--- config.mk ---
export PLATFORM = sky130hd
export DESIGN_NAME = set_bit_scanner
export DESIGN_NICKNAME = d
export VERILOG_FILES = /design/src/rtl/set_bit_scanner_pkg.sv /design/src/rtl/set_bit_scanner_first_one.sv /design/src/rtl/set_bit_scanner.sv
export SDC_FILE = /design/constraint.sdc
export NUM_CORES = 1
export LEC_CHECK = 0
export CAP_MARGIN = 10
export CORE_MARGIN = 1.5
export CORE_UTILIZATION = 45
export DETAILED_ROUTE_END_ITERATION = 10
export DONT_BUFFER_PORTS = 1
export PLACE_DENSITY = 0.69
export RECOVER_POWER = 100
export REMOVE_ABC_BUFFERS = 1
export SLEW_MARGIN = 30
export SYNTH_ARGS = -nofsm -noshare
export SYNTH_HDL_FRONTEND = slang
export SYNTH_SLANG_ARGS = --single-unit
--- constraint.sdc ---
create_clock -name clk -period 3.1 [get_ports clk]
set_clock_uncertainty 0.15 [all_clocks]
set_input_delay 0.31 -clock clk [delete_from_list [all_inputs] [get_ports clk]]
set_output_delay 0.31 -clock clk [all_outputs]
set_load 0.02 [all_outputs]
--- src/rtl/set_bit_scanner_pkg.sv ---
// set_bit_scanner_pkg
//   Shared types and helpers for the set-bit scanner: the scanner FSM state
//   encoding, the position-width derivation and the single-bit detector that
//   drives out_last.
package set_bit_scanner_pkg;

  // Scanner control states: waiting for a vector, or walking its set bits.
  typedef enum logic {
    IDLE = 1'b0,
    SCAN = 1'b1
  } scan_state_t;

  // Widest vector the helpers below support; callers zero-extend into it.
  localparam int unsigned MAX_W = 64;

  // Position width for a W-bit vector; never narrower than one bit.
  function automatic int unsigned pos_width(input int unsigned w);
    return (w < 2) ? 1 : $clog2(w);
  endfunction

  // True when at most one bit is set. Zero-extension keeps the popcount, so
  // callers can pass any vector up to MAX_W bits.
  function automatic logic onehot_or_zero(input logic [MAX_W-1:0] vec);
    return (vec & (vec - MAX_W'(1))) == '0;
  endfunction

endpackage

--- src/rtl/set_bit_scanner_first_one.sv ---
// first_one_find
//   Combinational find-first-one over a [0:W-1] vector; index 0 has the
//   highest priority, so the lowest set index wins.
//   Ports:
//     vec   in   W    [0:W-1] vector to search
//     valid out  1    at least one bit of vec is set
//     pos   out  PW   index of the lowest set bit (0 when valid=0)
module first_one_find
  import set_bit_scanner_pkg::*;
#(
  parameter  int unsigned W  = 8,
  localparam int unsigned PW = pos_width(W)
) (
  input  logic [0:W-1]  vec,
  output logic          valid,
  output logic [0:PW-1] pos
);

  // Walk from the highest index down so the lowest set index is written last.
  always_comb begin
    valid = |vec;
    pos   = '0;
    for (int i = W - 1; i >= 0; i--) begin
      if (vec[i]) begin
        pos = PW'(i);
      end
    end
  end

endmodule

--- src/rtl/set_bit_scanner.sv ---
// set_bit_scanner
//   Accepts a W-bit request vector and serialises it into one handshake per
//   set bit, lowest index first, clearing each bit once it is consumed.
//   All-zero vectors are accepted, dropped and flagged on zero_drop.
//   Ports:
//     clk        in   1    clock, rising edge
//     rst        in   1    asynchronous active-high reset
//     in_valid   in   1    in_vec valid
//     in_ready   out  1    scanner idle and able to take a vector
//     in_vec     in   W    [0:W-1] request vector, index 0 = highest priority
//     out_valid  out  1    out_pos / out_last valid
//     out_ready  in   1    consumer takes the current position
//     out_pos    out  PW   index of first set bit still pending
//     out_last   out  1    current position is the final one of the vector
//     zero_drop  out  1    one-cycle pulse: an all-zero vector was discarded
module set_bit_scanner
  import set_bit_scanner_pkg::*;
#(
  parameter  int unsigned W  = 8,
  localparam int unsigned PW = pos_width(W)
) (
  input  logic          clk,
  input  logic          rst,
  input  logic          in_valid,
  output logic          in_ready,
  input  logic [0:W-1]  in_vec,
  output logic          out_valid,
  input  logic          out_ready,
  output logic [0:PW-1] out_pos,
  output logic          out_last,
  output logic          zero_drop
);

  scan_state_t   state;
  scan_state_t   state_d;
  logic [0:W-1]  rem;
  logic [0:W-1]  rem_d;
  logic          zero_drop_d;
  logic          ff_valid;
  logic [0:PW-1] ff_pos;

  // Priority pick over the bits not yet emitted.
  first_one_find #(
    .W (W)
  ) u_first_one (
    .vec   (rem),
    .valid (ff_valid),
    .pos   (ff_pos)
  );

  assign out_pos  = ff_pos;
  assign out_last = ff_valid && onehot_or_zero(MAX_W'(rem));

  // State, pending-bit register and drop pulse.
  always_ff @(posedge clk or posedge rst) begin
    if (rst) begin
      state     <= IDLE;
      rem       <= '0;
      zero_drop <= 1'b0;
    end else begin
      state     <= state_d;
      rem       <= rem_d;
      zero_drop <= zero_drop_d;
    end
  end

  // Next-state and handshake decode. in_ready and out_valid are pure decodes
  // of the state flop, so a vector is never accepted in the same cycle as the
  // final output handshake.
  always_comb begin
    state_d     = state;
    rem_d       = rem;
    zero_drop_d = 1'b0;
    in_ready    = 1'b0;
    out_valid   = 1'b0;
    unique case (state)
      IDLE: begin
        in_ready = 1'b1;
        if (in_valid) begin
          if (|in_vec) begin
            rem_d   = in_vec;
            state_d = SCAN;
          end else begin
            zero_drop_d = 1'b1;
          end
        end
      end
      SCAN: begin
        out_valid = 1'b1;
        if (out_ready) begin
          rem_d[ff_pos] = 1'b0;
          if (out_last) begin
            state_d = IDLE;
          end
        end
      end
      default: begin
        state_d = IDLE;
      end
    endcase
  end

`ifndef SYNTHESIS
  // SCAN always holds at least one pending bit; an empty SCAN would emit garbage.
  a_scan_nonempty: assert property (@(posedge clk) disable iff (rst)
    !(state == SCAN && rem == '0));
`endif

endmodule

==> key figures <==
Outcome
  – Status: finished, final reports clean

Floorplanning
  – Die width: 40.2 µm
  – Initial Util: 0.478
  – Ports: 19
  – Die height: 40.2 µm
  – Cell row count: 13
  – Total Die Area: 0.00161 mm²
  – Core area: 0.00130 mm²

Synth
  – XOR/XNOR Fraction of Synth Area: 0.0141
  – Cell count after synthesis: 72
  – Largest family of logic cells by synthesized area: compound AO/OA/AOI/OAI gates
  – FFs w/ async S/R, synth: 1.00
  – Primary FF master, synth: dfrtp_1
  – Largest cells by area after synthesis: dfrtp_1 (40%), a21oi_1 (5.6%), a221o_1 (4.8%), a32o_1 (4.8%), nor3_1 (4.0%)
  – Sequential area share after synthesis: 0.402
  – Cell area after synthesis: 622 µm²
  – Yosys cell types: 27
  – Ys Warns: 0
  – Dominant cell type by area after synthesis: dfrtp_1
  – Post-Synth Adder-Cell Area: 0
  – Synth Area in Compound Gates: 0.278
  – Simple-gate share of the synthesized area: 0.219
  – Top cell type's share of synthesized area: 0.402
  – Flops & latches, synth: 10
  – Synthesized area per cell: 8.64 µm²
  – Proportion of synthesized area in mux cells: 0
  – Post-synth EDFFs: 0

Route
  – Final ANT Viol Nets: 0
  – First-pass iteration count of the detailed router: 4
  – Routed via count: 531
  – WL per Instance: 15.8 µm
  – Iter 0 DRT Violations: 15
  – Routed Wire Length: 1360 µm
  – Via density: 6.17
  – Residual DRC: 0

CTS
  – CTS clk-pin slew, worst paths: 0.06 ns
  – CTS tree: yes
  – CTS max path bufs: 2
  – Number of gates resized after CTS: 0
  – Clk sinks: 10
  – Htree depth: 1
  – Clock root buffer: clkbuf_4
  – Number of CTS-inserted buffers: 3
  – Later-pin clock latency in the skew report: 0.26 ns

GRT
  – First-pass GRT wire length: 2120 µm
  – Remaining Overflow, GRT: 0
  – Largest net degree at the start of global routing: 12
  – All-Layer GR Usage: 0.200
  – Initial antenna violation count: 0
  – Vias in the first global route: 488

Layout
  – ANT cells: 0
  – Layout cells sized above 1: 0.0704
  – Commonest cells after routing, fill and taps aside: dfrtp_1 (10), a21oi_1 (7), inv_1 (6)
  – Fin area: 646 µm²
  – Commonest non-fill, non-tap cell in the layout: dfrtp_1
  – Area grow syn2layout: 3.82%
  – Nets@finish: 85
  – Final Core Density: 0.496

Timing
  – Hold Violations, Final: 0
  – Max transition margin: 0.621
  – Setup violations, final: 0
  – Setup TNS: 0 ns
  – Final period util: 0.744
  – RSZ-0062 raised after global routing: no
  – Tmin final: 2.31 ns
  – Hold slack: 0.0300 ns
  – Actual slew at the worst max-slew pin: 0.566 ns
  – Max Fclk: 434 MHz
  – Final slew viol count: 0

Worst setup path
  – Worst reg-to-reg setup slack: 1.08 ns
  – Crit end category: output pin
  – Worst Setup Start Kind: flip-flop
  – CP arrival: 1.85 ns
  – Kind of critical path: reg2out
  – Critical Path RT: 2.64 ns
  – Crit Path Max Fanout: 7

Power and ir drop
  – Pwr Density: 1170 mW/mm²
  – P_leak: 0.280 nW
  – Maximum VDD drop: 0.404 mV
  – Tot Pwr: 754 µW

Place
  – GP Congestion: 0.734
  – Post-DP Area: 617 µm²
  – DPL Wire Length: 1050 µm
  – # port buffers: 0

Job
  – Max-cap violations: 0

Min path
  – Hold WC Path Type: in2reg
## final timing paths
path / endpoint / cells after the start / startpoint
max: out_last / 3 / rem[6]$_DFFE_PP0P_
min in group asynchronous: rem[5]$_DFFE_PP0P_ / 2 / rst
min: rem[4]$_DFFE_PP0P_ / 1 / in_vec[4]
min reg2reg: rem[7]$_DFFE_PP0P_ / 1 / rem[7]$_DFFE_PP0P_
max in group asynchronous: rem[6]$_DFFE_PP0P_ / 2 / rst
max reg2reg: state$_DFF_PP0_ / 4 / rem[6]$_DFFE_PP0P_
## routing by layer
layer,vias up,routed length [µm],GRT usage
li1,268,-,-
met1,237,671,0.280
met2,24,593,0.294
met3,2,86,0.0333
met4,0,12,0.108
met5,-,0,0
## synthesized netlist by cell type (all sizes together) (2+ instances only)
library cell  count
a22o              2
nor4              4
buf               2
nand2b            2
a221o             3
a32o              3
nand3             2
nor2              4
inv               6
o21ai             2
a21oi             7
nor3              5
dfrtp            10
clkbuf            4
nand2             5
## kinds of logic (layout without fill, tap and decap cells)
| family | Yosys count | count (layout) |
|---|---|---|
| AOI/OAI and AO/OA | 23 | 23 |
| buffers and inverters | 12 | 11 |
| and+or+nand+nor | 26 | 26 |
| xor gates and xnor gates | 1 | 1 |
| DFF | 10 | 10 |
## registers in the layout, indices dropped and copies added (netlist names)
signal and count:
zero_drop 1, rem 8, state 1
## critical path, stage by stage (launching register included)
cell,delay (ns)
dfrtp_1,0.44
nor4_1,0.47
o2111ai_1,0.18
a31oi_1,0.50
## cell type report
cell class                 instances  area [µm²]
tap                               15        18.8
fill                             128         656
inverter                           6        22.5
multi-input combinational         50         318
sequential                        10         250
clock buffer                       3        22.5
timing repair buffer               2        13.8
## report_power, final
group          switching [mW]  internal (mW)
Clock                  0.0408         0.0447
Sequential              0.103          0.178
Combinational           0.231          0.156
## per-stage QoR
step                      worst slack (ns)  std cells
after floorplan                       1.25         66
after global placement                1.13         82
after detailed placement              1.05         82
after CTS                            0.769         86
after global routing                 0.593         86
final                                0.793         86
## what timing repair did
action / CTS / global route
hold buffers: 1 / 0
hold endpoints to repair: 10 / 0
setup buffers: 0 / 0
(Power assumes the default switching activity.)
